==> src/rtl/stopwatch_pkg.sv <==
// stopwatch_pkg: state encodings, blink masks and debounce default shared by the stopwatch control blocks
package stopwatch_pkg;
  typedef enum logic [1:0] {
    ST_RUN   = 2'd0,
    ST_PAUSE = 2'd1,
    ST_ADJ   = 2'd2
  } state_t;
  localparam logic [1:0] BLINK_NONE = 2'b00;
  localparam logic [1:0] BLINK_MIN  = 2'b10;
  localparam logic [1:0] BLINK_SEC  = 2'b01;
  localparam int DEB_CNT_DEF = 50000;
endpackage

==> src/rtl/btn_debounce.sv <==
// btn_debounce: 2-FF synchronizer, stability counter, debounced level and one-cycle press pulse
module btn_debounce #(
  parameter int DEB_CNT = 50000,
  parameter int DEB_W   = 16
) (
  input  logic clk,
  input  logic rst,
  input  logic i_raw,
  output logic o_press
);
  logic [1:0]       r_sync;
  logic [DEB_W-1:0] r_cnt;
  logic             r_lvl;
  logic             r_press;
  // level flips once the synced value has disagreed for DEB_CNT+1 samples; rising flip emits the press
  always_ff @(posedge clk) begin
    if (!rst) begin
      r_sync  <= 2'b00;
      r_cnt   <= '0;
      r_lvl   <= 1'b0;
      r_press <= 1'b0;
    end else begin
      r_sync  <= {r_sync[0], i_raw};
      r_press <= 1'b0;
      if (r_sync[1] == r_lvl) r_cnt <= '0;
      else if (r_cnt == DEB_W'(DEB_CNT)) begin
        r_lvl   <= ~r_lvl;
        r_cnt   <= '0;
        r_press <= ~r_lvl;
      end else r_cnt <= r_cnt + 1'b1;
    end
  end
  assign o_press = r_press;
endmodule

==> src/rtl/stopwatch_ctrl.sv <==
// stopwatch_ctrl: RUN/PAUSE/ADJ sequencer issuing count, adjust and clear strobes plus the blink mask.
// Optional macro STOPWATCH_BLINK_EN enables the ADJ-mode field blink phase.
module stopwatch_ctrl
  import stopwatch_pkg::*;
#(
  parameter int DEB_CNT = DEB_CNT_DEF,
  parameter int DEB_W   = 16
) (
  input  logic       clk,
  input  logic       rst,
  input  logic       tick_1hz,
  input  logic       tick_2hz,
  input  logic       but_pause,
  input  logic       but_clear,
  input  logic       sw_adj,
  input  logic       sw_sel,
  output logic       cnt_inc,
  output logic       adj_min,
  output logic       adj_sec,
  output logic       cnt_clr,
  output logic [1:0] blink_mask,
  output logic [1:0] state_o
);
  logic       w_pause_press, w_clear_press, w_adj, w_sel, w_stay_adj;
  logic       w_inc, w_amin, w_asec, w_clr;
  logic [1:0] r_adj_s, r_sel_s;
  logic       r_ret_run, r_rdy;
  logic       r_inc, r_amin, r_asec, r_clr;
  state_t     r_state, w_next;

  btn_debounce #(.DEB_CNT(DEB_CNT), .DEB_W(DEB_W)) u_pause (
    .clk(clk), .rst(rst), .i_raw(but_pause), .o_press(w_pause_press)
  );
  btn_debounce #(.DEB_CNT(DEB_CNT), .DEB_W(DEB_W)) u_clear (
    .clk(clk), .rst(rst), .i_raw(but_clear), .o_press(w_clear_press)
  );

  assign w_adj = r_adj_s[1];
  assign w_sel = r_sel_s[1];

  // switch synchronizers
  always_ff @(posedge clk) begin
    if (!rst) begin
      r_adj_s <= 2'b00;
      r_sel_s <= 2'b00;
    end else begin
      r_adj_s <= {r_adj_s[0], sw_adj};
      r_sel_s <= {r_sel_s[0], sw_sel};
    end
  end

  // state register; ret_run remembers where ADJ was entered from, r_rdy masks the first edge after reset
  always_ff @(posedge clk) begin
    if (!rst) begin
      r_state   <= ST_RUN;
      r_ret_run <= 1'b1;
      r_rdy     <= 1'b0;
    end else begin
      r_state <= w_next;
      r_rdy   <= 1'b1;
      if (w_next == ST_ADJ && r_state != ST_ADJ) r_ret_run <= (r_state == ST_RUN);
    end
  end

  // next state: ADJ overrides a coincident pause press, which is then dropped
  always_comb begin
    w_next = ST_RUN;
    case (r_state)
      ST_RUN:   w_next = w_adj ? ST_ADJ : (w_pause_press ? ST_PAUSE : ST_RUN);
      ST_PAUSE: w_next = w_adj ? ST_ADJ : (w_pause_press ? ST_RUN : ST_PAUSE);
      ST_ADJ:   w_next = w_adj ? ST_ADJ : (r_ret_run ? ST_RUN : ST_PAUSE);
      default:  w_next = ST_RUN;
    endcase
  end

  // strobe decode: clear wins, and count/adjust only fire when not crossing into or out of ADJ
  always_comb begin
    w_stay_adj = (r_state == ST_ADJ) && (w_next == ST_ADJ);
    w_clr      = r_rdy & w_clear_press;
    w_inc      = r_rdy & ~w_clear_press & tick_1hz & (r_state == ST_RUN) & (w_next != ST_ADJ);
    w_amin     = r_rdy & ~w_clear_press & tick_2hz & w_stay_adj & ~w_sel;
    w_asec     = r_rdy & ~w_clear_press & tick_2hz & w_stay_adj & w_sel;
  end

  // registered strobes
  always_ff @(posedge clk) begin
    if (!rst) begin
      r_inc  <= 1'b0;
      r_amin <= 1'b0;
      r_asec <= 1'b0;
      r_clr  <= 1'b0;
    end else begin
      r_inc  <= w_inc;
      r_amin <= w_amin;
      r_asec <= w_asec;
      r_clr  <= w_clr;
    end
  end

  assign cnt_inc = r_inc;
  assign adj_min = r_amin;
  assign adj_sec = r_asec;
  assign cnt_clr = r_clr;
  assign state_o = r_state;

`ifdef STOPWATCH_BLINK_EN
  logic r_phase;
  // blink phase held clear outside ADJ so the selected field shows first after entry
  always_ff @(posedge clk) begin
    if (!rst || r_state != ST_ADJ) r_phase <= 1'b0;
    else if (tick_2hz) r_phase <= ~r_phase;
  end
  assign blink_mask = (r_state == ST_ADJ && r_phase) ? (w_sel ? BLINK_SEC : BLINK_MIN) : BLINK_NONE;
`else
  assign blink_mask = BLINK_NONE;
`endif
endmodule

==> config.mk <==
export PLATFORM = sky130hd
export DESIGN_NAME = stopwatch_ctrl
export DESIGN_NICKNAME = d
export VERILOG_FILES = /design/src/rtl/stopwatch_pkg.sv /design/src/rtl/btn_debounce.sv /design/src/rtl/stopwatch_ctrl.sv
export SDC_FILE = /design/constraint.sdc
export NUM_CORES = 1
export LEC_CHECK = 0
export ABC_AREA = 1
export BUFFER_PORTS_ARGS = -buffer_cell sky130_fd_sc_hd__buf_2
export CORE_MARGIN = 5
export CORE_UTILIZATION = 50
export DETAILED_ROUTE_END_ITERATION = 6
export GPL_TIMING_DRIVEN = 0
export PLACE_DENSITY = 0.76
export SYNTH_ARGS = -nofsm -noshare
export SYNTH_HDL_FRONTEND = slang
export SYNTH_SLANG_ARGS = --single-unit
export TNS_END_PERCENT = 50
==> constraint.sdc <==
create_clock -name clk -period 2.8 [get_ports clk]
set_input_delay 0.84 -clock clk [delete_from_list [all_inputs] [get_ports clk]]
set_output_delay 0.84 -clock clk [all_outputs]
set_load 0.02 [all_outputs]
[Word level (Yosys, flattened, before mapping)]
Index checks and enable logic that the tools add are counted.
Storage, ports and cells
  bits in registers: 52
  output and inout port bits: 8
  word-level logic and storage cells: 63
Operators by class
  add/sub/neg operators: 2
  equal/unequal tests: 9
  mux-type cells: 8
  bitwise operators: 18
  reductions and logical operators: 9
Operators with widths (count)
  $add A16 B1 Y16 const B: 2
  $eq A16 B16 Y1 const B: 2
  $reduce_or A3 Y1: 4
  $and A1 B1 Y1: 9
  $not A1 Y1: 9
  $mux W2: 3
  $pmux W2 S3: 1
  $eq A2 B2 Y1 const B: 2
  $mux W1: 4
  $ne A2 B2 Y1 const B: 2
  $reduce_and A2 Y1: 2
  $eq A1 B1 Y1: 2
  $eq A2 B1 Y1 const B: 1
  $logic_and A1 B1 Y1: 2
  $logic_not A2 Y1: 1

[Logic depth before layout (Yosys ltp)]
  depth in word-level cells: 7
  gate-level depth with buffers: 9
  gate-level depth less buffers: 9

[Cells and area by module]
From an unflattened synthesis, not the netlist that was laid out.
Second synthesis, totals
  cell total of the unflattened synthesis: 337
  area total of the unflattened synthesis: 2438.6 um2
By module, submodules not included
  btn_debounce: instances 2, cells each 142, area each 998.5 um2
  stopwatch_ctrl: instances 1, cells each 53, area each 441.7 um2

[Worst setup path after synthesis]
Ideal clock, no wire load.
  kind: input to register
  start point: in rst
  end point: reg u_clear.r_cnt[13]
  data arrival time: 1.399 ns
  data required time: 2.734 ns
  slack: 1.335 ns
  cell stages on the path: 5
  path buffers: 1
  cells stage by stage: inv_1 > a21oi_1 > nand2_2 > buf_6 > a21oi_2
On the way
  word-level cells in the longest chain between the ends: 2
RTL lines
  from (decl): line stopwatch_ctrl.sv:10  | input logic rst,
  $not A1 Y1 (no line)
  $reduce_or A3 Y1 (no line)
  to (signal assigned): line btn_debounce.sv:30  | end else r_cnt <= r_cnt + 1'b1;
  to (decl): line btn_debounce.sv:12  | logic [DEB_W-1:0] r_cnt;
Every way passes these cells.
A chain may end at the register's enable or synchronous reset.

[Final worst setup path]
  start point: reg r_state[1], in the netlist state_o[1]
  end point: out state_o[1]
RTL lines
  from (decl): line stopwatch_ctrl.sv:29  | state_t r_state, w_next;
  from (signal assigned): line stopwatch_ctrl.sv:59  | r_state <= w_next;
  to (decl): line stopwatch_ctrl.sv:22  | output logic [1:0] state_o
No word-level cell between the ends.

==> summary.md <==
| Metric | Value |
|---|---|
| Outcome | complete, no violations |
| Critical path's top delay family | flip-flops |
| Final setup violation count | 0 |
| DP Area | 2530 um^2 |
| Ant diodes | 0 |
| I/O Pins | 16 |
| Clk buf depth | 2 |
| Comb pwr share | 2.8% |
| CTS Hold Buffers Added | 0 |
| Chip Height | 79.2 um |
| Net Sw Power | 0.000267 W |
| Via count | 1,968 |
| Type of the most critical hold path | reg -> reg |
| Synth unique cells | 28 |
| Area grow syn2layout | 11.1% |
| Net Sw Frac | 19.3% |
| Crit-path slowest cell | dfxtp_1 |
| Post-CTS setup buffer count | 0 |
| Leak | 0.959 nW |
| Worst Setup Path Type | reg -> out |
| Async set or reset register ratio after synthesis | 0% |
| # H-tree levels | 2 |
| Unrepaired setup endpoints after global routing | false |
| CP arrival | 0.92 ns |
| DIE WIDTH | 79.2 um |
| Clock Latency Late Sink | 0.30 ns |
| Overall power | 0.00138 W |
| Initial core utilization | 51.0% |
| DRT iter0 DRCs | 67 |
| DRC Markers | 0 |
| FF+latch count, synth | 52 |
| Worst Setup End Kind | output pin |
| Vias in the first global route | 1,904 |
| Routed Antenna Nets | 0 |
| Worst R2R Path Depth | 5 |
| Core box area | 4690 um^2 |
| Post-synth EDFFs | 0 |
| CTS-repair resized insts | 0 |
| Final Critical Period | 1.76 ns |
| Rows | 25 |
| Global route total overflow | 0 |
| Share of power burned in registers | 54.5% |
| TritonCTS buffer count | 5 |
| Worst Path Max Fanout | 6 |
| Worst r2r dst | u_clear.r_cnt[14] |
| Critical path cell sequence | buf_2 |
| Slew Limit Fails | 0 |
| Crit start category | flip-flop |
| F_max | 0.569 GHz |
| Clock Sinks | 52 |
| Most frequent cells in the layout | 76 x nand2_1, 53 x nor2_1, 52 x dfxtp_1 |
| Initial antenna violation count | 0 |
| Reg clk slew, reported paths | 0.09 ns |
| HPWL after DPL | 3.24 mm |
| Netlist Area Pre-Place | 2390 um^2 |
| Endpoints failing hold | 0 |
| Pin count of the biggest net entering global routing | 16 |
| Total Die Area | 6270 um^2 |
| Tcrit/Tclk final | 62.8% |
| CTS tree | yes |
| Crit. Startpoint | state_o[1] |
| Total routed wirelength | 4.39 mm |
| Drt pass-1 iters | 4 |
| Int Power | 0.00111 W |
| Sequential area share after synthesis | 43.5% |
| Worst path depth | 1 |
| Most common cell after layout, fill and taps aside | nand2_1 |
| Wire length per cell | 10.8 um |
| Finished layout cell area | 2660 um^2 |
| Worst r2r src | u_clear.r_cnt[0] |
| Post-synth top flop | dfxtp_1 |
| Clock power share | 42.7% |
| Gpl congestion | 0.818 |
| Layout cells sized above 1 | 13.9% |
| Worst reg-to-reg setup slack | 1.31 ns |
| Root Driver | clkbuf_8 |
| CP max stage delay | 0.42 ns |
| Global Route Usage Sum | 16.0% |
| Max Clock Skew | 0.00581 ns |
| Max-capacitance violation count | 0 |
| Vias per inst | 4.85 |
| Peak VDD IR | 0.318 mV |
| Gate Count Post-Synth | 331 |
| Global-route wire length before repair | 8.05 mm |
| Mean Syn Cell Area | 7.23 um^2 |
| CP endpoint | state_o[1] |
| Yosys warns | 0 |
| CP Buf/Inv Count | 1 |
| Data required time of the worst path | 1.96 ns |
| Fill count | 443 |
| Pwr/cell area | 520 nW/um^2 |
| Post-layout nets | 364 |
| TNS Setup | 0 ns |
| Port bufs | 13 |
[cell families after synthesis]
| family | after synthesis | share of synthesized area, % |
|---|---|---|
| buffers and inverters | 51 | 9.31 |
| other | 1 | 0.157 |
| XOR/XNOR | 10 | 3.66 |
| AO/OA/AOI/OAI | 31 | 7.69 |
| AND/OR/NAND/NOR | 182 | 33.6 |
| flip-flops | 52 | 43.5 |
| adder cells (fa/ha/maj) | 4 | 2.09 |
[registers in the layout, indices dropped and copies added, names as in the netlist, 2 cells and up]
signal,cells
u_clear.r_cnt,16
u_pause.r_cnt,16
r_adj_s,2
r_sel_s,2
state_o,2
u_clear.r_sync,2
u_pause.r_sync,2
[cell type report]
type,count,area [um^2],area share [%]
Sequential cell,52,1040,39.2
Clock inverter,2,60.1,2.26
Tap cell,54,67.6,2.54
Clock buffer,5,68.8,2.59
Timing Repair Buffer,13,65.1,2.45
Multi-Input combinational cell,229,1130,42.6
Buffer,5,50.0,1.88
Inverter,46,173,6.50
[synth_stat cells (2+ instances only)]
master	instances	area (um^2)
nand2_1	76	285
nor2_1	53	199
dfxtp_1	52	1040
inv_1	44	165
nand3_1	18	90.1
a21oi_1	15	75.1
nand4_1	8	50.1
nor2_2	8	50.1
o21ai_0	8	40.0
a21oi_2	7	61.3
xor2_1	7	61.3
nor3_1	5	25.0
ha_1	4	50.1
nand2_2	4	25.0
or2_0	3	18.8
xnor2_1	3	26.3
buf_4	2	15.0
inv_2	2	7.51
nor2_4	2	22.5
or2_1	2	12.5
[worst min-delay path by stage]
stage,startpoint,end,slack [ns],cells past startpoint
after floorplan,r_adj_s[0],r_adj_s[1],0.39,2
after global placement,u_pause.r_sync[0],u_pause.r_sync[1],0.39,2
after detailed placement,r_adj_s[0],r_adj_s[1],0.40,2
after CTS,r_adj_s[0],r_adj_s[1],0.42,2
after global routing,r_sel_s[1],adj_min,0.45,1
final,r_adj_s[0],r_adj_s[1],0.42,2
[stage by stage]
stage                     util (%)  hold WS [ns]  instances  setup slack (ns)
after floorplan                  -         0.390        332              1.34
after global placement        53.9         0.393        399              1.05
after detailed placement      53.9         0.396        399             0.998
after CTS                     56.6         0.418        406              1.04
after global routing          56.6         0.445        406             0.958
final                         56.6         0.416        406              1.04
[layer usage]
layer	vias up	track usage, %	part of all wire, %
met1	876	18.3	46
li1	1063	-	-
met2	21	29.1	50
met5	-	0	0
met3	8	3.40	2.6
met4	0	5.33	1.7
[power by group through the flow]
stage / clock [W] / sequential (W) / combinational, W
2_1_floorplan: 0 / 0.000770 / 0.0000262
5_1_grt: 0.000638 / 0.000753 / 0.0000452
3_5_place_dp: 0 / 0.000769 / 0.0000392
3_3_place_gp: 0 / 0.000769 / 0.0000381
6_report: 0.000590 / 0.000752 / 0.0000391
4_1_cts: 0.000602 / 0.000752 / 0.0000396
Note: power is estimated with default switching activity, not from simulation.
